[config.mk]
export PLATFORM = sky130hd
export DESIGN_NAME = cacheline_mem_arbiter
export DESIGN_NICKNAME = d
export VERILOG_FILES = /design/src/rtl/cacheline_mem_arbiter.sv
export SDC_FILE = /design/constraint.sdc
export NUM_CORES = 1
export LEC_CHECK = 0
export BUFFER_PORTS_ARGS = -buffer_cell sky130_fd_sc_hd__buf_2
export CAP_MARGIN = 15
export CORE_AREA = 2 2 287 289
export DETAILED_ROUTE_END_ITERATION = 10
export DIE_AREA = 0 0 289 291
export SYNTH_ARGS = -nofsm -noshare
export SYNTH_HDL_FRONTEND = slang
export SYNTH_SLANG_ARGS = --single-unit
export TNS_END_PERCENT = 50
[constraint.sdc]
create_clock -name clk_i -period 5.2 [get_ports clk_i]
set_clock_uncertainty 0.1 [all_clocks]
set_input_delay 1.04 -clock clk_i [delete_from_list [all_inputs] [get_ports clk_i]]
set_output_delay 1.04 -clock clk_i [all_outputs]
set_load 0.1 [all_outputs]
[src/rtl/cacheline_mem_arbiter.sv]
// rtl/cacheline_mem_arbiter.sv - I/D cache-line port arbiter onto one memory port
//
// Merges the I-cache refill stream and the D-cache refill/write-back stream
// onto a single cache-line memory port. Round-robin between the two sides,
// one outstanding transaction, registered responses, watchdog abort.
//
// Ports:
//   clk_i, rst_ni                         clock, async active-low reset
//   I_strobe_i, I_addr_i                  I-side read request
//   I_done_o, I_data_o                    I-side completion pulse / read line
//   D_strobe_i, D_addr_i, D_rw_i, D_data_i D-side request (rw 1 = write)
//   D_done_o, D_data_o                    D-side completion pulse / read line
//   M_strobe_o, M_addr_o, M_rw_o, M_data_o memory request (level until done)
//   M_done_i, M_data_i                    memory completion pulse / read line
//   timeout_o                             sticky watchdog flag
module cacheline_mem_arbiter #(
  parameter int XLEN           = 32,
  parameter int CLSIZE         = 128,
  parameter int TIMEOUT_CYCLES = 65535
) (
  input  logic              clk_i,
  input  logic              rst_ni,
  input  logic              I_strobe_i,
  input  logic [XLEN-1:0]   I_addr_i,
  output logic              I_done_o,
  output logic [CLSIZE-1:0] I_data_o,
  input  logic              D_strobe_i,
  input  logic [XLEN-1:0]   D_addr_i,
  input  logic              D_rw_i,
  input  logic [CLSIZE-1:0] D_data_i,
  output logic              D_done_o,
  output logic [CLSIZE-1:0] D_data_o,
  output logic              M_strobe_o,
  output logic [XLEN-1:0]   M_addr_o,
  output logic              M_rw_o,
  output logic [CLSIZE-1:0] M_data_o,
  input  logic              M_done_i,
  input  logic [CLSIZE-1:0] M_data_i,
  output logic              timeout_o
);

  typedef enum logic [1:0] {
    ST_IDLE = 2'd0,
    ST_BUSY = 2'd1,
    ST_RESP = 2'd2
  } state_t;

  state_t            state_q;
  logic              pend_i_q;
  logic              pend_d_q;
  logic [XLEN-1:0]   i_addr_q;
  logic [XLEN-1:0]   d_addr_q;
  logic              d_rw_q;
  logic [CLSIZE-1:0] d_data_q;
  logic              gnt_d_q;   // side in service while not IDLE (1 = D)
  logic              last_d_q;  // last granted side (1 = D)
  logic [31:0]       cnt_q;

  logic i_take;
  logic d_take;
  logic pick_d;
  logic timeout_hit;

  always_comb begin
    // A side holding a pending or in-service request ignores its strobe
    // until its done pulse has been delivered and the FSM is back in IDLE.
    i_take = I_strobe_i && !pend_i_q && !((state_q != ST_IDLE) && !gnt_d_q);
    d_take = D_strobe_i && !pend_d_q && !((state_q != ST_IDLE) && gnt_d_q);
    // D wins when it is alone, or when both wait and I went last.
    pick_d = pend_d_q && (!pend_i_q || !last_d_q);
    // Counter holds the number of BUSY cycles already elapsed; this edge
    // completes the TIMEOUT_CYCLES-th one.
    timeout_hit = (TIMEOUT_CYCLES != 0) && (cnt_q == 32'(TIMEOUT_CYCLES - 1));
  end

  always_ff @(posedge clk_i or negedge rst_ni) begin
    if (!rst_ni) begin
      state_q    <= ST_IDLE;
      pend_i_q   <= 1'b0;
      pend_d_q   <= 1'b0;
      i_addr_q   <= '0;
      d_addr_q   <= '0;
      d_rw_q     <= 1'b0;
      d_data_q   <= '0;
      gnt_d_q    <= 1'b0;
      last_d_q   <= 1'b1;
      cnt_q      <= '0;
      I_done_o   <= 1'b0;
      I_data_o   <= '0;
      D_done_o   <= 1'b0;
      D_data_o   <= '0;
      M_strobe_o <= 1'b0;
      M_addr_o   <= '0;
      M_rw_o     <= 1'b0;
      M_data_o   <= '0;
      timeout_o  <= 1'b0;
    end else begin
      I_done_o <= 1'b0;
      D_done_o <= 1'b0;

      if (i_take) begin
        pend_i_q <= 1'b1;
        i_addr_q <= I_addr_i;
      end
      if (d_take) begin
        pend_d_q <= 1'b1;
        d_addr_q <= D_addr_i;
        d_rw_q   <= D_rw_i;
        d_data_q <= D_data_i;
      end

      case (state_q)
        ST_IDLE: begin
          if (pend_i_q || pend_d_q) begin
            gnt_d_q    <= pick_d;
            last_d_q   <= pick_d;
            cnt_q      <= '0;
            M_strobe_o <= 1'b1;
            state_q    <= ST_BUSY;
            if (pick_d) begin
              pend_d_q <= 1'b0;
              M_addr_o <= d_addr_q;
              M_rw_o   <= d_rw_q;
              M_data_o <= d_data_q;
            end else begin
              pend_i_q <= 1'b0;
              M_addr_o <= i_addr_q;
              M_rw_o   <= 1'b0;
              M_data_o <= '0;
            end
          end
        end

        ST_BUSY: begin
          if (M_done_i) begin
            M_strobe_o <= 1'b0;
            state_q    <= ST_RESP;
            if (gnt_d_q) begin
              D_data_o <= M_data_i;
              D_done_o <= 1'b1;
            end else begin
              I_data_o <= M_data_i;
              I_done_o <= 1'b1;
            end
          end else if (timeout_hit) begin
            M_strobe_o <= 1'b0;
            timeout_o  <= 1'b1;
            state_q    <= ST_RESP;
            if (gnt_d_q) begin
              D_data_o <= '0;
              D_done_o <= 1'b1;
            end else begin
              I_data_o <= '0;
              I_done_o <= 1'b1;
            end
          end else begin
            cnt_q <= cnt_q + 32'd1;
          end
        end

        // Done pulse is visible during this state; next edge frees the port.
        ST_RESP: begin
          state_q <= ST_IDLE;
        end

        default: begin
          state_q <= ST_IDLE;
        end
      endcase
    end
  end

endmodule

Yosys cells after proc, flatten, opt, wreduce, memory -nomap -nowiden

Cells that the tools add are included.

Register bits after elaboration: 652
Input port bits: 326
Logic and storage cells: 93
Output and inout bits: 421

Reductions and logical operators: 26
Add/sub/neg operators: 1
Muxes and demuxes: 39
Eq/ne operators: 6
Bitwise logic cells: 2

Operator list:

| kind                                             | number |
|---|---|
| two-way mux 128 bit                              | 9 |
| two-way mux 32 bit                               | 4 |
| one-hot mux 32 bit (2 select lines)              | 1 |
| adder 32 x 1 -> 32 bit (second input constant)   | 1 |
| == test 32 x 16 -> 1 bit (second input constant) | 1 |
| two-way mux 1 bit                                | 20 |
| AND reduction 3 bit                              | 4 |
| logical AND 1 bit                                | 7 |
| logical NOT 1 bit                                | 6 |
| two-way mux 2 bit                                | 3 |
| != test 2 bit (second input constant)            | 3 |
| nonzero test 2 bit                               | 3 |
| one-hot mux 2 bit (2 select lines)               | 1 |
| AND reduction 2 bit                              | 2 |
| AND reduction 4 bit                              | 1 |
| != test 3 bit (second input constant)            | 1 |
| == test 2 x 1 -> 1 bit (second input constant)   | 1 |
| logical NOT 2 bit                                | 1 |
| logical OR 1 bit                                 | 2 |
| NOT 1 bit                                        | 2 |
| one-hot mux 1 bit (2 select lines)               | 1 |

Longest topological paths before layout

Gate-level depths: netlist (run 1).

Word-level depth: 8
Depth in mapped cells: 9
Mapped depth without buffers: 8

Worst setup path before layout (run 1)

No wires, ideal clock.

Path type: in2reg
Start point: in D_strobe_i
End point: reg d_addr_q[10]
Library setup time: 0.125 ns
Buffers on the path: 2
Stages: 5
Data required time: 4.975 ns
Setup slack: 2.613 ns
Arrival: 2.362 ns
Cell sequence: nand2_1 nor2_1 clkbuf_1 clkbuf_1 mux2_2

Cells in the longest elaborated chain, start to end: 2

Ends and longest elaborated chain:

| item                            | line | text |
|---|---|---|
| start: declaration              | 27   | `input logic D_strobe_i,` |
| logical AND 1 bit (2 in series) | 68   | `d_take = D_strobe_i && !pend_d_q && !((state_q != ST_IDLE) && gnt_d_q);` |
| end signal: assignment          | 107  | `d_addr_q <= D_addr_i;` |
| end: declaration                | 52   | `logic [XLEN-1:0] d_addr_q;` |

No other way between the ends.
A chain may end at the register's enable or synchronous reset.

Worst setup path after layout (run 1)

Start point: reg cnt_q[0]
End point: reg D_data_o[64]

Cells in the longest elaborated chain, start to end: 3

Ends and longest elaborated chain:

| item                          | line | text |
|---|---|---|
| start: declaration            | 57   | `logic [31:0] cnt_q;` |
| start signal: assignment      | 157  | `cnt_q <= cnt_q + 32'd1;` |
| == test 32 x 16 -> 1 bit      | 73   | `timeout_hit = (TIMEOUT_CYCLES != 0) && (cnt_q == 32'(TIMEOUT_CYCLES - 1));` |
| nonzero test 2 bit (no line)  | -    |  |
| AND reduction 3 bit (no line) | -    |  |
| end signal: assignment        | 139  | `D_data_o <= M_data_i;` |
| end: declaration              | 32   | `output logic [CLSIZE-1:0] D_data_o,` |

No other way between the ends.

==> results of run 1 <==
[metrics by stage]
stage                     area [µm²]  utilization  worst slack (ps)  hold WS, ps
after global placement         29400        0.362              2100          348
final                          31900        0.392              2080          352
after CTS                      31800        0.392              2020          360
after detailed placement       29400        0.362              2050          346
after floorplan                24500            -              2610          354
after global routing           31900        0.392              1840          393
[cells in the final DEF, fill, tap and decap left out, drive strengths merged, types with 2 or more instances in the layout]
master    n
a211o     4
a21boi    2
a21o      3
a21oi     4
a222oi   32
a22o    129
a31oi    11
a32o    256
and3      6
buf     777
bufinv    5
clkbuf  101
clkinv   19
dfrtp   651
diode    16
ha        2
inv      41
mux2    193
mux2i    12
nand2    29
nand3    17
nand4    15
nor2     18
nor3      7
nor3b     2
nor4      8
o211a     2
o211ai    4
o21ai    10
o311ai    2
o31ai     4
or2b      2
or3       4
[kinds of logic after synthesis]
group                      synth area share
and+or+nand+nor                      0.0258
muxes                                0.0935
buffers and inverters                0.0361
adders and majority gates           0.00102
DFF                                   0.665
AOI/OAI and AO/OA                     0.178
[sequential cells by signal (all words and copies together), names as in the netlist]
register and flops:
last_d_q 1, i_addr_q 32, gnt_d_q 1, D_done_o 1, M_data_o 128, pend_d_q 1
pend_i_q 1, d_rw_q 1, M_strobe_o 1, cnt_q 32, d_data_q 128, I_done_o 1
timeout_o 1, I_data_o 128, M_rw_o 1, M_addr_o 32, D_data_o 128, d_addr_q 32
state_q 2
[worst max-delay path: stages (launching register included)]
cell	delay [ps]
dfrtp_1	410
inv_1	110
ha_1	150
nor3b_1	210
nand4_1	200
nor3_4	730
o21ai_4	420
buf_4	380
a32o_1	240
[cell type report]
| class | count | area [µm²] |
|---|---|---|
| sequential | 652 | 16300 |
| multi-input combinational | 789 | 7390 |
| inverter | 39 | 149 |
| fill | 7666 | 49300 |
| clock buffer | 101 | 2090 |
| tap | 1070 | 1340 |
| antenna | 16 | 40.0 |
| clock inverter | 27 | 372 |
| timing repair buffer | 777 | 4160 |
[final timing paths]
kind                                       startpoint                  endpoint  slack [ps]  cells after the start
worst min-delay path            timeout_o$_DFFE_PN0P_     timeout_o$_DFFE_PN0P_         350                      1
min in group asynchronous                      rst_ni  d_addr_q[30]$_DFFE_PN0P_         390                      1
worst min register to register  timeout_o$_DFFE_PN0P_     timeout_o$_DFFE_PN0P_         350                      1
worst max register to register   cnt_q[0]$_DFFE_PN0P_  D_data_o[64]$_DFFE_PN0P_        2080                      8
max in group asynchronous                      rst_ni  I_data_o[95]$_DFFE_PN0P_        3410                      2
worst max-delay path             cnt_q[0]$_DFFE_PN0P_  D_data_o[64]$_DFFE_PN0P_        2080                      8
[metal layers]
layer  wire length [µm]  share of wire  track usage
met2              35000           0.49        0.273
met4               2860          0.040       0.0756
met3               6180          0.087       0.0466
met5                101         0.0014            0
met1              26800           0.38        0.192
==> impl_results.md, run 1 <==
- Status: finished clean
- Largest net degree at the start of global routing: 185
- Routability cong.: about 0.79
- CTS Buf Count: between 70 and 80
- Cells after DPL: 3327
- Cell area after synthesis: 24500 µm²
- Fin Setup TNS: 0 ps
- Post-CTS Setup Bufs: 0
- Slew HR: 0.219
- Worst Path Max Fanout: 34
- Fmax: 320 MHz
- Die Width: 289 µm
- Dpl hpwl: 46800 µm
- Syn Nets: 1963
- Cells after Synth: around 1.6k
- Largest area contributor in the netlist: dfrtp_1
- Final setup vio count: 0
- Num ports: between 700 and 800
- CTS tree: yes
- Worst endpoint required time: 5570 ps
- IO Port Bufs: roughly 750
- Vias per cell: about 5.2
- Worst-Margin Slew: between 1000 and 1500 ps
- Layout area overhead: 29.9%
- Final worst-path cycle share: 0.601
- Initial antenna violation count: 25
- DR iter-0 viols: 1167
- Post-CTS Hold Buffers: 0
- Share of layout cells above drive strength 1: 0.467
- Crit start category: flip-flop
- Top cells by count, synth: 651 x dfrtp_1, 256 x a32o_1, 193 x mux2_2
- Yosys top cell area share: 0.664
- CP Capture Type: flip-flop
- Rows: between 100 and 150
- Post-layout min period: around 3100 ps
- Slew Limit Fails: 0
- Final Hold Fails: 0
- Resize count post-CTS: 0
- Vias in the first global route: 18.8k
- Max-cap violations: 0
- Seq/Total Area, Yosys: 0.665
- Critical Setup Path Class: reg -> reg
- Worst-path clk slew: 60 ps
- WL final: a little over 70000 µm
- Clk buf depth: 3
- Ys flop type: dfrtp_1
- Final routed DRC violation total: 0
- Most common cell in the netlist: dfrtp_1
- Post-synth ARST share: 1.00
- Tot GR Track Use: 0.163
- Global-route wire length before repair: 109000 µm
- Root buf cell: clkbuf_16
- Netlist cell types: between 50 and 60
- HP Class: reg -> reg
- Yosys reg bits: between 600 and 700
- Starting Density: 0.302
- Skew-Pair Late Insertion Delay: between 600 and 700 ps
- Final ANT Viol Nets: 0
- Syn avg cell area: 15.0 µm²
- Non-Filler Instances: about 3.5k
- Core Region: about 80000 µm²
- Drt pass-1 iters: 8
- Via count: 18.1k
- Worst Path Arrival: roughly 3500 ps
- Post-synth EDFFs: 0
- Chip height: slightly below 300 µm
- Die footprint: around 84000 µm²
- Ys Warns: 0
- Clock Sink Count: between 600 and 700
- Drt wl/cell: approximately 20 µm
- Total global routing overflow: 0
- Fin nets: between 2k and 3k
- Top post-synthesis cells by area: dfrtp_1 66%, a32o_1 10%, mux2_2 8.9%
- RSZ-0062 raised after global routing: no
- H-tree depth: 3
Power of run 1 is not shown: default switching activity piles up to over one toggle a cycle in this logic, so the estimate is an artifact.
==> inputs of run 2 (changes only) <==
- CORE_AREA: 2 2 287 289 -> 2 2 290 292
- DIE_AREA: 0 0 289 291 -> 0 0 292 294
- clock period: 5.2 -> 2.9 ns (I/O delays scaled with it)
==> impl_results.md, run 2 (synthesis gave the netlist of run 1 again) <==
- DR iter-0 viols: 1302 (+12%)
- Slew HR: 0.362 (+0.143)
- HP Class: in -> reg
- Die Width: 292 µm (+1.0%)
- Chip height: 294 µm (+1.0%)
- Worst Path Arrival: 2920 ps (-580 ps)
- Clk buf depth: 3 (unchanged)
- Share of layout cells above drive strength 1: 0.472 (+0.00503)
- Tot GR Track Use: 0.167 (+0.00369)
- Final routed DRC violation total: 0 (unchanged)
- Status: finished clean
- CTS tree: yes
- Global-route wire length before repair: 113000 µm (+3.7%)
- CTS Buf Count: 74 (+1.4%)
- Fmax: 395 MHz (+24%)
- Rows: 106 (+0.95%)
- Slew Limit Fails: 0 (unchanged)
- Die footprint: 85800 µm² (+2.1%)
- WL final: 74100 µm (+4.6%)
- Max-cap violations: 0 (unchanged)
- Final ANT Viol Nets: 0 (unchanged)
- Clock Sink Count: 652 (unchanged)
- H-tree depth: 3 (unchanged)
- Starting Density: 0.296 (-0.00620)
- Seq. cell area: 16300 µm² (unchanged)
- Worst-Margin Slew: 957 ps (-212 ps)
- CP Capture Type: flip-flop
- Num ports: 747 (unchanged)
- Root buf cell: clkbuf_16
- Dpl hpwl: 49900 µm (+6.8%)
- Skew-Pair Late Insertion Delay: 620 ps (about the same)
- IO Port Bufs: 746 (unchanged)
- Total global routing overflow: 0 (unchanged)
- FILL cells: 7816 (+2.0%)
- Core Region: 82900 µm² (+2.1%)
- Multi-input combinational cell area: 7390 µm² (unchanged)
- Post-layout min period: 2530 ps (-596 ps)
- RSZ-0062 raised after global routing: no
- Final Hold Fails: 0 (unchanged)
- Final worst-path cycle share: 0.872 (+0.271)
- Drt pass-1 iters: 6 (-2)
- Largest net degree at the start of global routing: 182 (-1.6%)
- Final setup vio count: 0 (unchanged)
- Worst-path clk slew: 60 ps (about the same)
- Worst Path Max Fanout: 58 (+71%)
- Drt wl/cell: 21.1 µm (+3.4%)
- Critical Setup Path Class: reg -> reg
- Fin Setup TNS: 0 ps (unchanged)
- Crit start category: flip-flop
- Worst endpoint required time: 3290 ps (-2280 ps)
- Routability cong.: 0.849 (+6.9%)
- Initial antenna violation count: 16 (-36%)
- Most common cell after layout, fill and taps aside: buf_2
- Layout area overhead: 31.0%
- Vias per cell: 5.17 (-0.82%)
- Most frequent cells in the layout: 744 x buf_2, 651 x dfrtp_1, 256 x a32o_1
- Vias in the first global route: 18.9k (+0.58%)
- Via count: 18.2k (+0.35%)
- Post-CTS Setup Bufs: 0 (unchanged)
- Fin nets: 2687 (+1.0%)
-- run 2: worst paths after layout --
| check | slack [ps] | startpoint | cells past startpoint | end |
|---|---|---|---|---|
| setup / recovery | 370 | cnt_q[25]$_DFFE_PN0P_ | 6 | I_data_o[38]$_DFFE_PN0P_ |
| hold / removal | 90 | D_data_i[57] | 2 | d_data_q[57]$_DFFE_PN0P_ |
| setup reg to reg | 370 | cnt_q[25]$_DFFE_PN0P_ | 6 | I_data_o[38]$_DFFE_PN0P_ |
| hold reg to reg | 380 | timeout_o$_DFFE_PN0P_ | 1 | timeout_o$_DFFE_PN0P_ |
| max in group asynchronous | 1230 | rst_ni | 4 | d_data_q[90]$_DFFE_PN0P_ |
| min in group asynchronous | 480 | rst_ni | 2 | I_data_o[56]$_DFFE_PN0P_ |
-- run 2: layout make-up --
type / instances / share of cell area
flip-flops and latches: 652 / 0.508
multi-input cells: 789 / 0.230
repair buffers: 803 / 0.137
clock inverters: 25 / 0.00799
clock buffers: 113 / 0.0691
inverters: 39 / 0.00464
diodes: 11 / 0.000857
well taps: 1080 / 0.0421
-- run 2: metal layers --
layer / vias to the layer above / global-route usage / wire [µm]
li1: 7849 / - / -
met1: 9366 / 0.195 / 27800
met2: 765 / 0.284 / 37500
met3: 165 / 0.0472 / 5800
met4: 12 / 0.0752 / 2920
met5: - / 0 / 64
-- run 2: repair_timing --
item | in CTS | in global routing
endpoints found under the setup margin | 0 | 0
hold buffers | 1 | 0
gates resized for setup | 0 | 0
endpoints found under the hold margin | 50 | 0
-- run 2: critical path, cell delays in order (launching register included) --
cell	delay, ps
dfrtp_1	430
nand4bb_1	200
or4_4	570
nor3_4	290
o21ai_4	100
buf_4	340
a32o_1	320
-- run 2: metrics by stage --
| step | hold slack, ps | cell area, µm² | util | cells | worst slack (ps) |
|---|---|---|---|---|---|
| 5_1_grt | 51.7 | 32100 | 0.387 | 3511 | 270 |
| 2_1_floorplan | 184 | 24500 | - | 1635 | 711 |
| 3_5_place_dp | 375 | 29600 | 0.357 | 3362 | 421 |
| 3_3_place_gp | 365 | 29600 | 0.357 | 3362 | 459 |
| 4_1_cts | 31.2 | 32100 | 0.387 | 3501 | 417 |
| 6_report | 86.0 | 32100 | 0.388 | 3512 | 371 |
Power of run 2 is left out for the same reason.
==> inputs of run 3 (changes only) <==
- CORE_AREA: 2 2 290 292 -> 2 2 288 290
- DIE_AREA: 0 0 292 294 -> 0 0 290 292
==> impl_results.md, run 3 (synthesis gave the netlist of run 1 again) <==
- Share of layout cells above drive strength 1: 0.471 (-0.000802)
- Fin nets: 2696 (+0.33%)
- Resize count post-CTS: 0 (unchanged)
- Routability cong.: 0.864 (+1.8%)
- Largest net degree at the start of global routing: 257 (+41%)
- Slowest CP cell: or3_1
- Via count: 18.2k (+0.12%)
- Crit start category: flip-flop
- Global-route wire length before repair: 114000 µm (+0.94%)
- Die Width: 290 µm (-0.68%)
- Die footprint: 84700 µm² (-1.4%)
- Rows: 105 (-0.94%)
- R2r startpoint: cnt_q[19]$_DFFE_PN0P_
- Fin Setup TNS: 0 ps (unchanged)
- Met2 Resource Use GR: 0.289 (+0.00507)
- Most frequent cells in the layout: 744 x buf_2, 651 x dfrtp_1, 256 x a32o_1
- WL final: 74000 µm (-0.20%)
- Grt met3 use: 0.0464 (-0.000775)
- Hold_ws: 86.9 ps (+0.878 ps)
- Root buf cell: clkbuf_16
- Post-layout min period: 2550 ps (+25.5 ps)
- Initial antenna violation count: 21 (+5)
- Skew-Pair Late Insertion Delay: 620 ps (about the same)
- Clock Sink Count: 652 (unchanged)
- Drt pass-1 iters: 8 (+2)
- Critical Setup Path Class: reg -> reg
- Post-CTS Hold Buffers: 1 (unchanged)
- Clk buf depth: 3 (unchanged)
- Slew Limit Fails: 0 (unchanged)
- RSZ-0062 raised after global routing: no
- Drt wl/cell: 21.1 µm (-0.12%)
- Min-delay src: D_data_i[47]
- Post-CTS Setup Bufs: 0 (unchanged)
- CP startpoint: cnt_q[19]$_DFFE_PN0P_
- Final setup vio count: 0 (unchanged)
- Seq. cell area: 16300 µm² (unchanged)
- Layout area overhead: 31.7%
- Crit path largest cell delay: 680 ps (+110 ps)
- CTS Buf Count: 73 (-1.4%)
- H-tree depth: 3 (unchanged)
- Busiest grt layer: met2
- Total global routing overflow: 0 (unchanged)
- Chip height: 292 µm (-0.68%)
- Crit-path cells: nor4_1 -> nand4_1 -> or3_1 -> a21oi_4 -> inv_4 -> a31oi_1
- Fmax: 392 MHz (-1.0%)
- Starting Density: 0.301 (+0.00474)
- Num ports: 747 (unchanged)
- Vias in the first global route: 19.1k (+1.2%)
- CP Capture Type: flip-flop
- Status: finished clean
- IO Port Bufs: 746 (unchanged)
- Final worst-path cycle share: 0.881 (+0.00881)
- Worst Path Max Fanout: 14 (-76%)
- Slew HR: 0.251 (-0.111)
- Worst Path Arrival: 2980 ps (+60 ps)
- HP Class: in -> reg
- FILL cells: 7647 (-2.2%)
- Worst endpoint required time: 3320 ps (+30 ps)
- Grt met1 use: 0.195 (+0.000349)
- DR iter-0 viols: 1222 (-6.1%)
- Final routed DRC violation total: 0 (unchanged)
- Dpl hpwl: 50200 µm (+0.45%)
- Max-cap violations: 0 (unchanged)
- Final Hold Fails: 0 (unchanged)
- Multi-input combinational cell area: 7390 µm² (-0.10%)
- Core Region: 81600 µm² (-1.6%)
- Worst-path clk slew: 60 ps (about the same)
- Tot GR Track Use: 0.169 (+0.00199)
- Most common cell after layout, fill and taps aside: buf_2
- CTS tree: yes
- Final ANT Viol Nets: 0 (unchanged)
- Vias per cell: 5.18 (+0.20%)
- Worst-Margin Slew: 1120 ps (+167 ps)
[run 3: cell types whose count changed in the layout (fill, tap and decap cells not counted), sizes merged]
cell	change
buf	+10
bufinv	+5
clkbuf	-7
clkinv	-5
clkinvlp	+1
diode	+5
inv	-2
[run 3: path summary, 6_finish.rpt]
kind                                            end  slack [ps]  depth (start not counted)
setup / recovery               cnt_q[8]$_DFFE_PN0P_         350                          6
hold / removal             d_data_q[47]$_DFFE_PN0P_          90                          2
setup reg to reg               cnt_q[8]$_DFFE_PN0P_         350                          6
hold reg to reg               timeout_o$_DFFE_PN0P_         370                          1
max in group asynchronous  i_addr_q[14]$_DFFE_PN0P_        1370                          4
min in group asynchronous  I_data_o[42]$_DFFE_PN0P_         460                          2
[run 3: critical path: cells and delay by family, from the launching register on]
family,cells,cell delay [ps]
simple gates,3,1310
compound gates,2,510
buf+inv,1,110
flops,1,440
[run 3: per-layer routing]
metal / up-vias / part of all wire
li1: 7878 / -
met1: 9402 / 0.38
met2: 731 / 0.50
met3: 155 / 0.072
met4: 12 / 0.042
met5: - / 0.0010
[run 3: cell type report]
type / instances / area share
multi-input cells: 789 / 0.229
clock inverters: 24 / 0.0119
inverters: 39 / 0.00461
well taps: 1070 / 0.0414
diodes: 16 / 0.00124
clock buffers: 106 / 0.0645
flip-flops and latches: 652 / 0.505
repair buffers: 813 / 0.143
[run 3: metrics by stage]
stage                     instance area (µm²)  utilization  std cells  worst slack, ps
after floorplan                         24500            -       1635              711
after global placement                  29800        0.365       3362              391
after detailed placement                29800        0.365       3362              400
after CTS                               32300        0.395       3493              358
after global routing                    32300        0.396       3508              225
final                                   32300        0.396       3509              346
Power of run 3 is left out for the same reason.
